===== src/rtl/ws2812_pkg.sv =====
// ---------------------------------------------------------------------------
// ws2812_pkg
//
// Purpose:
//   Shared WS2812 timing source for the transmitter and the receiver. Pulse
//   timings are kept in nanoseconds and turned into clock cycles by
//   nsToCycles(), so every block derives its thresholds from the same numbers.
//   The package also holds the receiver FSM state encoding and the widths of
//   the receiver counters.
//
// Contents:
//   T_MIN_NS / T_THR_NS / T_HMAX_NS / T_RST_NS  pulse timings in ns
//   CNT_W, BIT_CNT_W, PIX_CNT_W, WORD_W         counter and word widths
//   rxState_t                                   receiver FSM states
//   nsToCycles()                                ns -> clock cycles (truncating)
// ---------------------------------------------------------------------------
package ws2812_pkg;

    // Shortest high-time still accepted as a data bit; anything shorter is a glitch.
    localparam int T_MIN_NS  = 150;
    // High-time at or above this decodes as a 1.
    localparam int T_THR_NS  = 600;
    // High-time at which the line is considered stuck high.
    localparam int T_HMAX_NS = 5000;
    // Low-time that latches the chain and ends a frame.
    localparam int T_RST_NS  = 50000;

    localparam int CNT_W     = 16;
    localparam int BIT_CNT_W = 5;
    localparam int PIX_CNT_W = 8;
    localparam int WORD_W    = 24;

    typedef enum logic [1:0] {
        ST_WAIT_GAP = 2'd0,
        ST_IDLE     = 2'd1,
        ST_HIGH     = 2'd2,
        ST_LOW      = 2'd3
    } rxState_t;

    // Integer truncation matches the transmitter's rounding.
    function automatic int nsToCycles(input int clkMhz, input int ns);
        return (clkMhz * ns) / 1000;
    endfunction

endpackage


===== src/rtl/ws2812_rx_phy.sv =====
// ---------------------------------------------------------------------------
// ws2812_rx_phy
//
// Purpose:
//   Line-side half of the WS2812 receiver. Synchronizes the raw data line,
//   detects edges and measures the high and low times of each pulse. It turns
//   the line into single-cycle events that the framing logic consumes.
//
// Ports:
//   i_clk       system clock
//   i_rst_n     asynchronous active-low reset
//   i_din       raw data line, asynchronous to i_clk
//   o_bit_stb   one-cycle strobe: a well-formed bit was received
//   o_bit_val   value of that bit, valid with o_bit_stb
//   o_glitch    one-cycle strobe: high pulse shorter than T_MIN
//   o_overlong  one-cycle strobe: line held high for T_HMAX, frame aborted
//   o_gap       one-cycle strobe: low time reached T_RST, frame complete
// ---------------------------------------------------------------------------
module ws2812_rx_phy
    import ws2812_pkg::*;
#(
    parameter int CLK_MHZ = 27
) (
    input  logic i_clk,
    input  logic i_rst_n,
    input  logic i_din,
    output logic o_bit_stb,
    output logic o_bit_val,
    output logic o_glitch,
    output logic o_overlong,
    output logic o_gap
);

    localparam logic [CNT_W-1:0] T_MIN     = CNT_W'(nsToCycles(CLK_MHZ, T_MIN_NS));
    localparam logic [CNT_W-1:0] T_THR     = CNT_W'(nsToCycles(CLK_MHZ, T_THR_NS));
    localparam logic [CNT_W-1:0] T_HMAX    = CNT_W'(nsToCycles(CLK_MHZ, T_HMAX_NS));
    localparam logic [CNT_W-1:0] T_RST     = CNT_W'(nsToCycles(CLK_MHZ, T_RST_NS));
    localparam logic [CNT_W-1:0] T_RST_M1  = T_RST - CNT_W'(1);
    localparam logic [CNT_W-1:0] CNT_ONE   = CNT_W'(1);

    logic             r_sync1;
    logic             r_sync2;
    logic             r_sync3;
    rxState_t         r_state;
    logic [CNT_W-1:0] r_cnt;
    logic             r_bitStb;
    logic             r_bitVal;
    logic             r_glitch;
    logic             r_overlong;
    logic             r_gap;

    logic             w_rise;
    logic             w_fall;
    rxState_t         w_stateNext;
    logic [CNT_W-1:0] w_cntNext;
    logic             w_bitStbNext;
    logic             w_bitValNext;
    logic             w_glitchNext;
    logic             w_overlongNext;
    logic             w_gapNext;

    // r_sync3 is the previous synchronized sample, used only for edge detection.
    assign w_rise = r_sync2 & ~r_sync3;
    assign w_fall = ~r_sync2 & r_sync3;

    // State, pulse counter and registered strobes. The strobes are registered
    // so the framing logic sees clean single-cycle events.
    always_ff @(posedge i_clk or negedge i_rst_n) begin
        if (!i_rst_n) begin
            r_sync1    <= 1'b0;
            r_sync2    <= 1'b0;
            r_sync3    <= 1'b0;
            r_state    <= ST_WAIT_GAP;
            r_cnt      <= '0;
            r_bitStb   <= 1'b0;
            r_bitVal   <= 1'b0;
            r_glitch   <= 1'b0;
            r_overlong <= 1'b0;
            r_gap      <= 1'b0;
        end else begin
            r_sync1    <= i_din;
            r_sync2    <= r_sync1;
            r_sync3    <= r_sync2;
            r_state    <= w_stateNext;
            r_cnt      <= w_cntNext;
            r_bitStb   <= w_bitStbNext;
            r_bitVal   <= w_bitValNext;
            r_glitch   <= w_glitchNext;
            r_overlong <= w_overlongNext;
            r_gap      <= w_gapNext;
        end
    end

    // Next-state logic. r_cnt holds the number of cycles already spent at the
    // current level, so on the first cycle of the opposite level it equals the
    // full length of the pulse that just ended.
    always_comb begin
        w_stateNext    = r_state;
        w_cntNext      = r_cnt;
        w_bitStbNext   = 1'b0;
        w_bitValNext   = 1'b0;
        w_glitchNext   = 1'b0;
        w_overlongNext = 1'b0;
        w_gapNext      = 1'b0;

        unique case (r_state)
            // Wait for a full reset gap before trusting the line; any high
            // sample means we may be in the middle of someone else's frame.
            ST_WAIT_GAP: begin
                if (r_sync2) begin
                    w_cntNext = '0;
                end else if (r_cnt == T_RST_M1) begin
                    w_stateNext = ST_IDLE;
                    w_cntNext   = '0;
                end else begin
                    w_cntNext = r_cnt + CNT_ONE;
                end
            end

            ST_IDLE: begin
                if (w_rise) begin
                    w_stateNext = ST_HIGH;
                    w_cntNext   = CNT_ONE;
                end
            end

            // The overlong check comes first so a pulse that reaches T_HMAX is
            // never classified as a bit, even if it falls on that same cycle.
            ST_HIGH: begin
                if (r_cnt >= T_HMAX) begin
                    w_overlongNext = 1'b1;
                    w_stateNext    = ST_WAIT_GAP;
                    w_cntNext      = '0;
                end else if (w_fall) begin
                    if (r_cnt < T_MIN) begin
                        w_glitchNext = 1'b1;
                    end else begin
                        w_bitStbNext = 1'b1;
                        w_bitValNext = (r_cnt >= T_THR);
                    end
                    w_stateNext = ST_LOW;
                    w_cntNext   = CNT_ONE;
                end else begin
                    w_cntNext = r_cnt + CNT_ONE;
                end
            end

            ST_LOW: begin
                if (w_rise) begin
                    w_stateNext = ST_HIGH;
                    w_cntNext   = CNT_ONE;
                end else if (r_cnt == T_RST) begin
                    w_gapNext   = 1'b1;
                    w_stateNext = ST_IDLE;
                    w_cntNext   = '0;
                end else begin
                    w_cntNext = r_cnt + CNT_ONE;
                end
            end

            default: begin
                w_stateNext = ST_WAIT_GAP;
                w_cntNext   = '0;
            end
        endcase
    end

    assign o_bit_stb  = r_bitStb;
    assign o_bit_val  = r_bitVal;
    assign o_glitch   = r_glitch;
    assign o_overlong = r_overlong;
    assign o_gap      = r_gap;

endmodule


===== src/rtl/vin_ws2812_rx.sv =====
// ---------------------------------------------------------------------------
// vin_ws2812_rx
//
// Purpose:
//   WS2812 stream decoder input plugin. Assembles decoded bits into 24-bit GRB
//   pixel words, captures the word of one selected pixel position per frame
//   and reports how many complete pixels each finished frame carried.
//
// Parameters:
//   CLK_MHZ    system clock in MHz; all pulse thresholds derive from it
//   LED_INDEX  pixel position (0..255) whose GRB word is captured
//
// Ports:
//   clk         system clock
//   rst_n       asynchronous active-low reset; clears all state and outputs
//   din         raw WS2812 data line, asynchronous to clk
//   value       [23:0] last captured GRB word,
//               [31:24] pixel count of the last completed frame (saturating)
//   valid       one-cycle pulse when value[23:0] updates
//   frame_done  one-cycle pulse when a reset gap ends a frame
//   error       sticky malformed-pulse flag, cleared by rst_n or frame_done
// ---------------------------------------------------------------------------
module vin_ws2812_rx
    import ws2812_pkg::*;
#(
    parameter int CLK_MHZ   = 27,
    parameter int LED_INDEX = 0
) (
    input  logic        clk,
    input  logic        rst_n,
    input  logic        din,
    output logic [31:0] value,
    output logic        valid,
    output logic        frame_done,
    output logic        error
);

    localparam logic [PIX_CNT_W-1:0] LED_IDX  = PIX_CNT_W'(LED_INDEX);
    localparam logic [PIX_CNT_W-1:0] PIX_MAX  = '1;
    localparam logic [BIT_CNT_W-1:0] LAST_BIT = BIT_CNT_W'(WORD_W - 1);

    logic                 w_bitStb;
    logic                 w_bitVal;
    logic                 w_glitch;
    logic                 w_overlong;
    logic                 w_gap;

    // Only the first 23 bits of a pixel need storing; the 24th bit is merged
    // combinationally so the word is available on the strobe cycle itself.
    logic [WORD_W-2:0]    r_shift;
    logic [BIT_CNT_W-1:0] r_bitCnt;
    logic [PIX_CNT_W-1:0] r_pixCnt;
    logic [WORD_W-1:0]    r_word;
    logic [PIX_CNT_W-1:0] r_frameCnt;
    logic                 r_valid;
    logic                 r_frameDone;
    logic                 r_error;

    logic [WORD_W-1:0]    w_wordNext;
    logic                 w_lastBit;
    logic                 w_capture;

    ws2812_rx_phy #(
        .CLK_MHZ    (CLK_MHZ)
    ) u_phy (
        .i_clk      (clk),
        .i_rst_n    (rst_n),
        .i_din      (din),
        .o_bit_stb  (w_bitStb),
        .o_bit_val  (w_bitVal),
        .o_glitch   (w_glitch),
        .o_overlong (w_overlong),
        .o_gap      (w_gap)
    );

    assign w_wordNext = {r_shift, w_bitVal};
    assign w_lastBit  = (r_bitCnt == LAST_BIT);
    assign w_capture  = w_bitStb && w_lastBit && (r_pixCnt == LED_IDX);

    // Bit and pixel bookkeeping. Counters restart whenever a frame ends or is
    // aborted, which is exactly when the line returns to the idle state, so
    // the next rising edge always starts from a clean pixel 0, bit 0. A
    // partial pixel left over at a gap simply gets dropped here.
    always_ff @(posedge clk or negedge rst_n) begin
        if (!rst_n) begin
            r_shift  <= '0;
            r_bitCnt <= '0;
            r_pixCnt <= '0;
        end else if (w_gap || w_overlong) begin
            r_bitCnt <= '0;
            r_pixCnt <= '0;
        end else if (w_bitStb) begin
            r_shift <= w_wordNext[WORD_W-2:0];
            if (w_lastBit) begin
                r_bitCnt <= '0;
                if (r_pixCnt != PIX_MAX) begin
                    r_pixCnt <= r_pixCnt + PIX_CNT_W'(1);
                end
            end else begin
                r_bitCnt <= r_bitCnt + BIT_CNT_W'(1);
            end
        end
    end

    // Output capture. The selected pixel's word and the frame's pixel count
    // are held until overwritten; valid and frame_done pulse for one cycle.
    // An aborted frame never produces w_gap, so its count is never published.
    always_ff @(posedge clk or negedge rst_n) begin
        if (!rst_n) begin
            r_word      <= '0;
            r_frameCnt  <= '0;
            r_valid     <= 1'b0;
            r_frameDone <= 1'b0;
        end else begin
            r_valid     <= 1'b0;
            r_frameDone <= 1'b0;
            if (w_capture) begin
                r_word  <= w_wordNext;
                r_valid <= 1'b1;
            end
            if (w_gap) begin
                r_frameCnt  <= r_pixCnt;
                r_frameDone <= 1'b1;
            end
        end
    end

    // Sticky error flag: any malformed pulse sets it and it survives until a
    // frame completes cleanly, so software polling once per frame sees it.
    always_ff @(posedge clk or negedge rst_n) begin
        if (!rst_n) begin
            r_error <= 1'b0;
        end else if (w_gap) begin
            r_error <= 1'b0;
        end else if (w_glitch || w_overlong) begin
            r_error <= 1'b1;
        end
    end

    assign value      = {r_frameCnt, r_word};
    assign valid      = r_valid;
    assign frame_done = r_frameDone;
    assign error      = r_error;

endmodule

===== config.mk =====
export PLATFORM = sky130hd
export DESIGN_NAME = vin_ws2812_rx
export DESIGN_NICKNAME = d
export VERILOG_FILES = /design/src/rtl/ws2812_pkg.sv /design/src/rtl/ws2812_rx_phy.sv /design/src/rtl/vin_ws2812_rx.sv
export SDC_FILE = /design/constraint.sdc
export NUM_CORES = 1
export LEC_CHECK = 0
export CELL_PAD_IN_SITES_DETAIL_PLACEMENT = 1
export CELL_PAD_IN_SITES_GLOBAL_PLACEMENT = 1
export CORE_ASPECT_RATIO = 0.8
export CORE_MARGIN = 2
export CORE_UTILIZATION = 45
export DETAILED_ROUTE_END_ITERATION = 7
export PLACE_DENSITY_LB_ADDON = 0.15
export SLEW_MARGIN = 25
export SYNTH_ARGS = -nofsm -noshare
export SYNTH_HDL_FRONTEND = slang
export SYNTH_SLANG_ARGS = --single-unit

===== constraint.sdc =====
create_clock -name clk -period 4 [get_ports clk]
set_input_delay 0.6 -clock clk [delete_from_list [all_inputs] [get_ports clk]]
set_output_delay 0.6 -clock clk [all_outputs]
set_load 0.05 [all_outputs]

==> results of run 1 <==
## through the flow
| step | setup slack [ps] | area [um2] |
|---|---|---|
| 3_5_place_dp | 1770 | 4710 |
| 4_1_cts | 1760 | 4990 |
| 6_report | 1840 | 4990 |
| 3_3_place_gp | 1900 | 4710 |
| 5_1_grt | 1760 | 4990 |
| 2_1_floorplan | 2210 | 4260 |
## routing by layer
metal  vias to the layer above  wire (um)  track usage (%)
met5                         -          0                0
met4                         0        145             6.81
met3                        12        249             4.34
met2                        43       4130             29.3
met1                      1407       3980             24.3
li1                       1303          -                -
## state kept, by name (all words and copies together) (netlist names), 2 cells and up
name	count
u_phy.r_cnt	16
r_frameCnt	8
r_word	24
r_bitCnt	5
u_phy.r_state	2
r_shift	23
r_pixCnt	8
## cell type report
class / count / area [um2] / share of cell area [%]
Sequential cell: 97 / 2430 / 48.6
Multi-Input combinational cell: 228 / 1730 / 34.6
Timing Repair Buffer: 40 / 390 / 7.82
Clock buffer: 12 / 256 / 5.14
Tap cell: 115 / 144 / 2.88
Clock inverter: 4 / 26.3 / 0.526
Inverter: 6 / 22.5 / 0.451
## worst reg2reg max path, cell delays in order (launching register included)
cell      delay (ps)
dfrtp_1          530
and4bb_2         390
nand4_1          150
o21ai_0          380
o2111a_2         440
nor3_1           100
## worst min path at each step
stage | cells past startpoint | to | start | slack [ps]
finish | 1 | r_bitCnt[2] | rst_n | 350
global route | 0 | u_phy.r_sync2 | u_phy.r_sync1 | 360
CTS | 0 | u_phy.r_sync2 | u_phy.r_sync1 | 360
detailed placement | 0 | u_phy.r_sync2 | u_phy.r_sync1 | 340
global placement | 0 | u_phy.r_sync2 | u_phy.r_sync1 | 340
floorplan | 0 | error | rst_n | 300
## report_power, final
| part | switching [mW] | internal (mW) |
|---|---|---|
| sequential | 0.00543 | 0.985 |
| clock | 0.355 | 0.456 |
| combinational | 0.0284 | 0.00956 |
| total | 0.389 | 1.45 |
## logic make-up (layout without fill, tap and decap cells)
| family | count (synthesis) | count (layout) | synth area share [%] |
|---|---|---|---|
| AO/OA/AOI/OAI | 27 | 27 | 4.79 |
| multiplexers | 57 | 57 | 15.0 |
| XOR/XNOR | 19 | 19 | 3.91 |
| buffers and inverters | 22 | 62 | 2.47 |
| AND/OR/NAND/NOR | 118 | 118 | 14.7 |
| adder cells (fa/ha/maj) | 7 | 7 | 2.06 |
| flip-flops | 97 | 97 | 57.0 |
## layout by cell type (no fill, tap or decap), drive strengths merged, types with 2 or more instances in the layout
cell type      count
a21oi              4
a31oi              4
and2               4
and3               4
and4               3
buf                4
clkbuf            12
clkdlybuf4s50     36
clkinv             2
dfrtp             97
ha                 7
inv                7
mux2              56
nand2             17
nand2b             4
nand3             13
nand4             11
nor2              38
nor2b              2
nor3               7
nor3b              3
nor4               5
o2111a             2
o211ai             2
o21ai              6
xnor2              9
xor2              10
==> summary.txt, run 1 <==
Outcome
  – Status: finished, final reports clean

Synth
  – Async SR Flop Fraction: 100%
  – Synth area leaders: dfrtp_1 (57%), mux2_2 (15%), nor2_1 (3.3%), ha_1 (2.1%), xor2_1 (2.1%)
  – Synth Warn #: 0
  – Synthesized flop and latch total: slightly below 100
  – Avg Inst Size Synth: 12.3 um2
  – Post-synth EDFFs: 0
  – Predominant post-synthesis flop cell: dfrtp_1
  – Netlist Area Pre-Place: about 4300 um2
  – Mapped Cells: 347
  – Most common cell in the netlist: dfrtp_1
  – Largest area contributor in the netlist: dfrtp_1
  – Top cell type's share of synthesized area: 57.0%
  – Post-Syn Nets: 357
  – Yosys cell types: 49
  – Top cells by count, synth: dfrtp_1 (97), mux2_2 (56), nor2_1 (38)
  – Seq/Total Area, Yosys: between 50% and 60%

Critical path
  – Crit end category: output port
  – Reg2Reg Setup Slack: ~1900 ps
  – Critical Path Start: error
  – Crit path depth: 1
  – RR Startpoint: u_phy.r_cnt[3]
  – Crit path capture: error
  – WP data arrival: 1560 ps
  – WP data required: 3400 ps
  – Crit path largest cell delay: 830 ps
  – Cells on worst reg2reg path: 5
  – Buf/Inv on CP: 1
  – CP cell instances: clkdlybuf4s50_1
  – Slowest cell on crit path: clkdlybuf4s50_1
  – CP delay by family, top: buffers and inverters
  – Largest fanout on the critical path: 2
  – Crit Path Category: register to output port
  – CP startpoint kind: register
  – RR Endpoint: u_phy.r_cnt[2]

Floorplan
  – Die Y: 91.0 um
  – CORE AREA: 9110 um2
  – Initial Util: 46.7%
  – # IOs: 38
  – Die Wd: ~110 um
  – Die area: a little over 10000 um2
  – FP Rows: 31

Global route
  – First-pass GRT wire length: 14800 um
  – GRT overflow: 0
  – Largest net degree at the start of global routing: 67
  – Initial antenna violation count: 0
  – Global Route Usage Sum: 18.3%
  – Vias in the first global route: ~3k

Power
  – Lkg Pwr: 2.31 nW
  – Peak supply drop: 247 uV
  – Cell Pwr Density: 368 nW/um2
  – Tot Pwr: around 1.8 mW

Placement
  – Gpl congestion: 0.788
  – # port buffers: 37
  – Placed cells: 486
  – Post-detail-place hpwl: around 5800 um

Clocking
  – Clk Latency, worst-skew pair: 340 ps
  – Clk buf depth: 2
  – Root buf cell: clkbuf_16
  – PostCTS Resize Cnt: 0
  – H-tree levels: 3
  – Number of buffers created by CTS: 9
  – Post-CTS Setup Inserts: 0
  – CTS sink count: 97
  – CTS tree: built
  – Clock slew at reported path FFs: 60 ps
  – Hold-fix buffers at CTS: 0

Flow run
  – Max_cap viols: 0

Routing
  – Final ANT Viol Nets: 0
  – Drt pass-1 iters: 4
  – Via count: around 2.8k
  – Vias per cell: 5.51
  – Drt total wl: 8510 um
  – DR iter-0 viols: 89
  – Routed length per placed instance: around 17 um
  – DRC violations left: 0

Min path
  – Hold Crit Class: input pin to async pin

STA
  – Tmin final: 2160 ps
  – Clk_skew: 6.52 ps
  – Final hold slack: 345 ps
  – Achievable frequency: 464 MHz
  – Worst Tran Pin Value: 801 ps
  – Final hold vios: 0
  – Slew headroom: 46.6%
  – Final setup TNS: 0 ps
  – Final slew viol count: 0
  – Final-report setup violation count: 0
  – RSZ-0062 raised after global routing: no
  – Final period util: a little over half

Final layout
  – Final design utilization: 54.8%
  – Area grow syn2layout: 17.3%
  – Fill count: 954
  – Final cell count without fillers: 502
  – Nets: 392
  – Layout cell share with drive strength beyond 1: 22.0%
  – ANT cells: 0
No activity file was read; power rests on OpenSTA's default activity.
==> run 2: changes to the inputs <==
==> constraint.sdc (replaced) <==
create_clock -name clk -period 2.15 [get_ports clk]
set_input_delay 0.3225 -clock clk [delete_from_list [all_inputs] [get_ports clk]]
set_output_delay 0.3225 -clock clk [all_outputs]
set_load 0.05 [all_outputs]
==> run 2 against run 1 <==
Critical path depth up 4. Power up 87%. Via count up 1.1%. Flip-flop and latch count unchanged. Critical path type is now register to register.
==> summary.txt, run 2 (synthesis results as in run 1) <==
Outcome
  – Status: finished, final reports clean

Floorplan
  – Die area: 10300 um2
  – # IOs: 38
  – Die Wd: 113 um
  – CORE AREA: slightly above 9000 um2
  – FP Rows: 31
  – Initial Util: about 47%
  – Die Y: a little over 90 um

STA
  – Final-report setup violation count: 0
  – Final hold vios: 0
  – Worst Tran Pin Value: around 580 ps
  – Slew headroom: 60.7%
  – PnR worst setup slack: 162 ps
  – Tmin final: 1990 ps
  – Clk_skew: 8.69 ps
  – RSZ-0062 raised after global routing: no
  – Final period util: between 90% and 100%
  – Final slew viol count: 0
  – Final setup TNS: 0 ps
  – Achievable frequency: 503 MHz

Clocking
  – CTS tree: built
  – Clk buf depth: 2
  – Post-CTS Setup Inserts: 0
  – Root buf cell: clkbuf_16
  – CTS sink count: 97
  – H-tree levels: 3
  – Clock slew at reported path FFs: 70 ps
  – Number of buffers created by CTS: 9
  – Clk Latency, worst-skew pair: 340 ps

Routing
  – Met3 WL: 250 um
  – Top sig layer: met4
  – Drt total wl: 8740 um
  – DRC violations left: 0
  – WL met2: 4300 um
  – Drt pass-1 iters: 4
  – Vias per cell: 5.44
  – Routed length per placed instance: 17.0 um
  – Metal-1 WL: 4040 um
  – DR iter-0 viols: 114
  – Via count: 2795
  – Final ANT Viol Nets: 0

Critical path
  – CP delay by family, top: simple AND/OR/NAND/NOR gates
  – Cells on worst reg2reg path: 5
  – Crit path largest cell delay: 440 ps
  – Largest fanout on the critical path: 13
  – WP data arrival: 2250 ps
  – Slowest cell on crit path: dfrtp_1
  – RR Startpoint: u_phy.r_cnt[5]
  – WP data required: roughly 2400 ps
  – Crit end category: register
  – Crit Path Category: register to register
  – CP startpoint kind: register
  – Reg2Reg Setup Slack: 160 ps
  – RR Endpoint: u_phy.r_cnt[2]
  – Buf/Inv on CP: 0
  – CP cell instances: or3_4 -> o31ai_4 -> nand3_4 -> o2111a_2 -> nor3_1

Final layout
  – Nets: 404
  – Max reg flops: 24
  – Leading registers by flop count: r_word (24), r_shift (23), u_phy.r_cnt (16)
  – Commonest non-fill, non-tap cells in the layout: dfrtp_1 (97), mux2_2 (56), nor2_1 (38)
  – Largest Register: r_word
  – Area grow syn2layout: 20.1%
  – Commonest non-fill, non-tap cell in the layout: dfrtp_1
  – Layout cell share with drive strength beyond 1: 24.1%
  – Reg area: roughly 2400 um2
  – Area of the multi-input gates: 1730 um2
  – ANT cells: 0
  – Fill count: 941

Min path
  – Hold_sp: u_phy.r_sync1
  – Hold Crit Class: register to register
  – WHS Path Cells: 0
  – Hold Crit Endpoint: u_phy.r_sync2

Placement
  – Post-detail-place hpwl: around 6200 um
  – Gpl congestion: roughly 0.83
  – Setup Slack @ Placement: between 150 and 200 ps
  – # port buffers: 37

Global route
  – First-pass GRT wire length: about 15000 um
  – Initial antenna violation count: 0
  – Largest net degree at the start of global routing: 44
  – Vias in the first global route: 3050
  – Global Route Usage Sum: 19.0%
  – GRT overflow: 0

Flow run
  – Max_cap viols: 0

Power
  – Lkg Pwr: approximately 2.4 nW
  – Peak supply drop: 629 uV
  – Cell Pwr Density: around 670 nW/um2
==> run 2: final cells by class <==
type | count | area share, %
sequential | 97 | 47.5
clock buffer | 9 | 4.40
multi-input combinational | 228 | 33.8
inverter | 6 | 0.440
timing repair buffer | 52 | 9.93
clock inverter | 7 | 1.17
tap | 115 | 2.81
==> run 2: what timing repair did <==
action,CTS,global route
setup endpoints to repair,0,0
hold buffers,1,0
resized for setup,0,0
hold endpoints to repair,40,0
==> run 2: worst max-delay path by stage <==
stage                     cells past startpoint      startpoint  slack, ps             end
after global routing                          5  u_phy.r_cnt[5]         30  u_phy.r_cnt[2]
final                                         5  u_phy.r_cnt[5]        160  u_phy.r_cnt[2]
after detailed placement                      5  u_phy.r_cnt[5]        160  u_phy.r_cnt[2]
after global placement                        5  u_phy.r_cnt[5]        230  u_phy.r_cnt[2]
after CTS                                     5  u_phy.r_cnt[5]        150  u_phy.r_cnt[2]
after floorplan                               6  u_phy.r_cnt[5]        360  u_phy.r_cnt[8]
==> run 2: metal layers <==
| metal | GRT usage, % | up-vias |
|---|---|---|
| met5 | 0 | - |
| met3 | 4.34 | 10 |
| met2 | 31.3 | 38 |
| li1 | - | 1322 |
| met4 | 7.11 | 0 |
| met1 | 24.5 | 1425 |
==> run 2: where the power goes <==
group          internal, mW  switching (mW)  leakage (nW)
clock network         0.802           0.711         0.131
logic                0.0255          0.0561         0.899
registers              1.83          0.0103          1.35
total                  2.66           0.778          2.38
==> run 2: metrics by stage <==
step | power (mW) | area (um2) | hold slack (ps) | utilization [%] | cells
finish | 3.44 | 5110 | 360 | 56.1 | 514
global route | 3.58 | 5110 | 373 | 56.1 | 514
CTS | 3.50 | 5110 | 365 | 56.1 | 514
detailed placement | 1.96 | 4820 | 348 | 52.9 | 497
global placement | 1.96 | 4820 | 333 | 52.9 | 497
floorplan | 1.90 | 4260 | 26.9 | - | 347
==> run 3: changes to the inputs <==
--- a/config.mk
+++ b/config.mk
@@ -10,6 +10,7 @@
 export CORE_ASPECT_RATIO = 0.8
 export CORE_MARGIN = 2
 export CORE_UTILIZATION = 45
+export CTS_BUF_LIST = sky130_fd_sc_hd__clkbuf_8
 export DETAILED_ROUTE_END_ITERATION = 7
 export PLACE_DENSITY_LB_ADDON = 0.15
 export SLEW_MARGIN = 25
==> run 3 against run 2 <==
Hold slack lost 0.68 ps. Non-clock buffer count unchanged. Cell count unchanged.
==> summary.txt, run 3 (synthesis results as in run 1) <==
Global route
  – Initial antenna violation count: 0
  – Largest net degree at the start of global routing: 44
  – Global Route Usage Sum: 18.8%
  – GRT overflow: 0
  – Vias in the first global route: 3028
  – First-pass GRT wire length: 15300 um

Critical path
  – Cells on worst reg2reg path: 5
  – Crit end category: register
  – Reg2Reg Setup Slack: 160 ps
  – WP data required: 2430 ps
  – Crit Path Category: register to register
  – WP data arrival: 2280 ps
  – CP startpoint kind: register
  – Largest fanout on the critical path: 13

STA
  – Final hold vios: 0
  – RSZ-0062 raised after global routing: no
  – Worst Tran Pin Value: 618 ps
  – Clk_skew: between 10 and 15 ps
  – Final setup TNS: 0 ps
  – Achievable frequency: 501 MHz
  – Slew headroom: 58.4%
  – Tmin final: approximately 2000 ps
  – Final slew viol count: 0
  – Final period util: 92.8%
  – Final-report setup violation count: 0
  – Final hold slack: between 300 and 400 ps

Routing
  – Vias per cell: about 5.5
  – Routed length per placed instance: 17.0 um
  – Drt pass-1 iters: 4
  – DRC violations left: 0
  – Drt total wl: 8750 um
  – Via count: 2805
  – Final ANT Viol Nets: 0
  – DR iter-0 viols: 133

Final layout
  – Layout cell share with drive strength beyond 1: around 24%
  – Final cell count without fillers: 514
  – Final design utilization: about 55%
  – Largest Register: r_word
  – ANT cells: 0
  – Commonest non-fill, non-tap cells in the layout: dfrtp_1 (97), mux2_2 (56), nor2_1 (38)
  – Fill count: 964
  – Leading registers by flop count: r_word (24), r_shift (23), u_phy.r_cnt (16)
  – Area grow syn2layout: 17.7%
  – Commonest non-fill, non-tap cell in the layout: dfrtp_1
  – Nets: 404
  – Max reg flops: 24

Clocking
  – Post-CTS Setup Inserts: 0
  – Clock slew at reported path FFs: roughly 90 ps
  – CTS tree: built
  – Clk buf depth: 2
  – Number of buffers created by CTS: 9
  – H-tree levels: 3
  – Root buf cell: clkbuf_8
  – Clk Latency, worst-skew pair: approximately 370 ps
  – CTS sink count: 97

Floorplan
  – # IOs: 38
  – Initial Util: 46.7%
  – Die Y: 91.0 um
  – CORE AREA: approximately 9000 um2
  – Die Wd: around 110 um
  – Die area: 10300 um2
  – FP Rows: 31

Placement
  – # port buffers: 37
  – Post-detail-place hpwl: 6240 um
  – Gpl congestion: 0.830
  – Placed cells: 497

Power
  – Cell Pwr Density: 605 nW/um2
  – Lkg Pwr: 2.33 nW
  – Peak supply drop: 551 uV
  – Tot Pwr: 3.03 mW

Min path
  – WHS Path Cells: 0
  – Hold Crit Class: register to register

Flow run
  – Max_cap viols: 0

Outcome
  – Status: finished, final reports clean
-- run 3: where the power goes --
part	leakage (nW)	internal, mW	total (mW)	switching, mW
clock network	0.0844	0.438	1.11	0.673
logic	0.899	0.0255	0.0814	0.0559
registers	1.35	1.83	1.84	0.0106
total	2.33	2.29	3.03	0.739
-- run 3: timing repair --
item	in CTS	in global routing
hold buffers	1	0
resized for setup	0	0
endpoints found under the hold margin	40	0
-- run 3: layout make-up --
| class | count | area (um2) | area share, % |
|---|---|---|---|
| well taps | 115 | 144 | 2.87 |
| multi-input cells | 228 | 1730 | 34.4 |
| flip-flops and latches | 97 | 2430 | 48.4 |
| inverters | 6 | 22.5 | 0.449 |
| clock inverters | 7 | 60.1 | 1.20 |
| clock buffers | 9 | 124 | 2.47 |
| repair buffers | 52 | 508 | 10.1 |
-- run 3: metrics by stage --
| step | setup WS, ps | cell area, um2 |
|---|---|---|
| 2_1_floorplan | 363 | 4260 |
| 3_3_place_gp | 229 | 4820 |
| 3_5_place_dp | 155 | 4820 |
| 4_1_cts | 137 | 5010 |
| 5_1_grt | 26.6 | 5010 |
| 6_report | 156 | 5010 |
-- run 3: metal layers --
metal  wire [um]  global-route usage (%)  up-vias  share of wire [%]
met5           0                       0        -                  0
li1            -                       -     1323                  -
met4          89                    5.18        0                1.0
met2        4360                    31.1       32                 50
met1        4060                    24.8     1441                 46
met3         247                    4.61        9                2.8
-- run 3: path summary, 6_finish.rpt --
path | from | end
worst max-delay path | u_phy.r_cnt[5] | u_phy.r_cnt[2]
worst min-delay path | u_phy.r_sync1 | u_phy.r_sync2
worst max register to register | u_phy.r_cnt[5] | u_phy.r_cnt[2]
worst min register to register | u_phy.r_sync1 | u_phy.r_sync2
max in group asynchronous | rst_n | u_phy.r_cnt[6]
min in group asynchronous | rst_n | r_pixCnt[3]
-- run 3: critical path: stages (launching register included) --
cell and delay [ps]:
dfrtp_1 450, or3_4 440, o31ai_4 300, nand3_4 130
o2111a_2 380, nor3_1 210
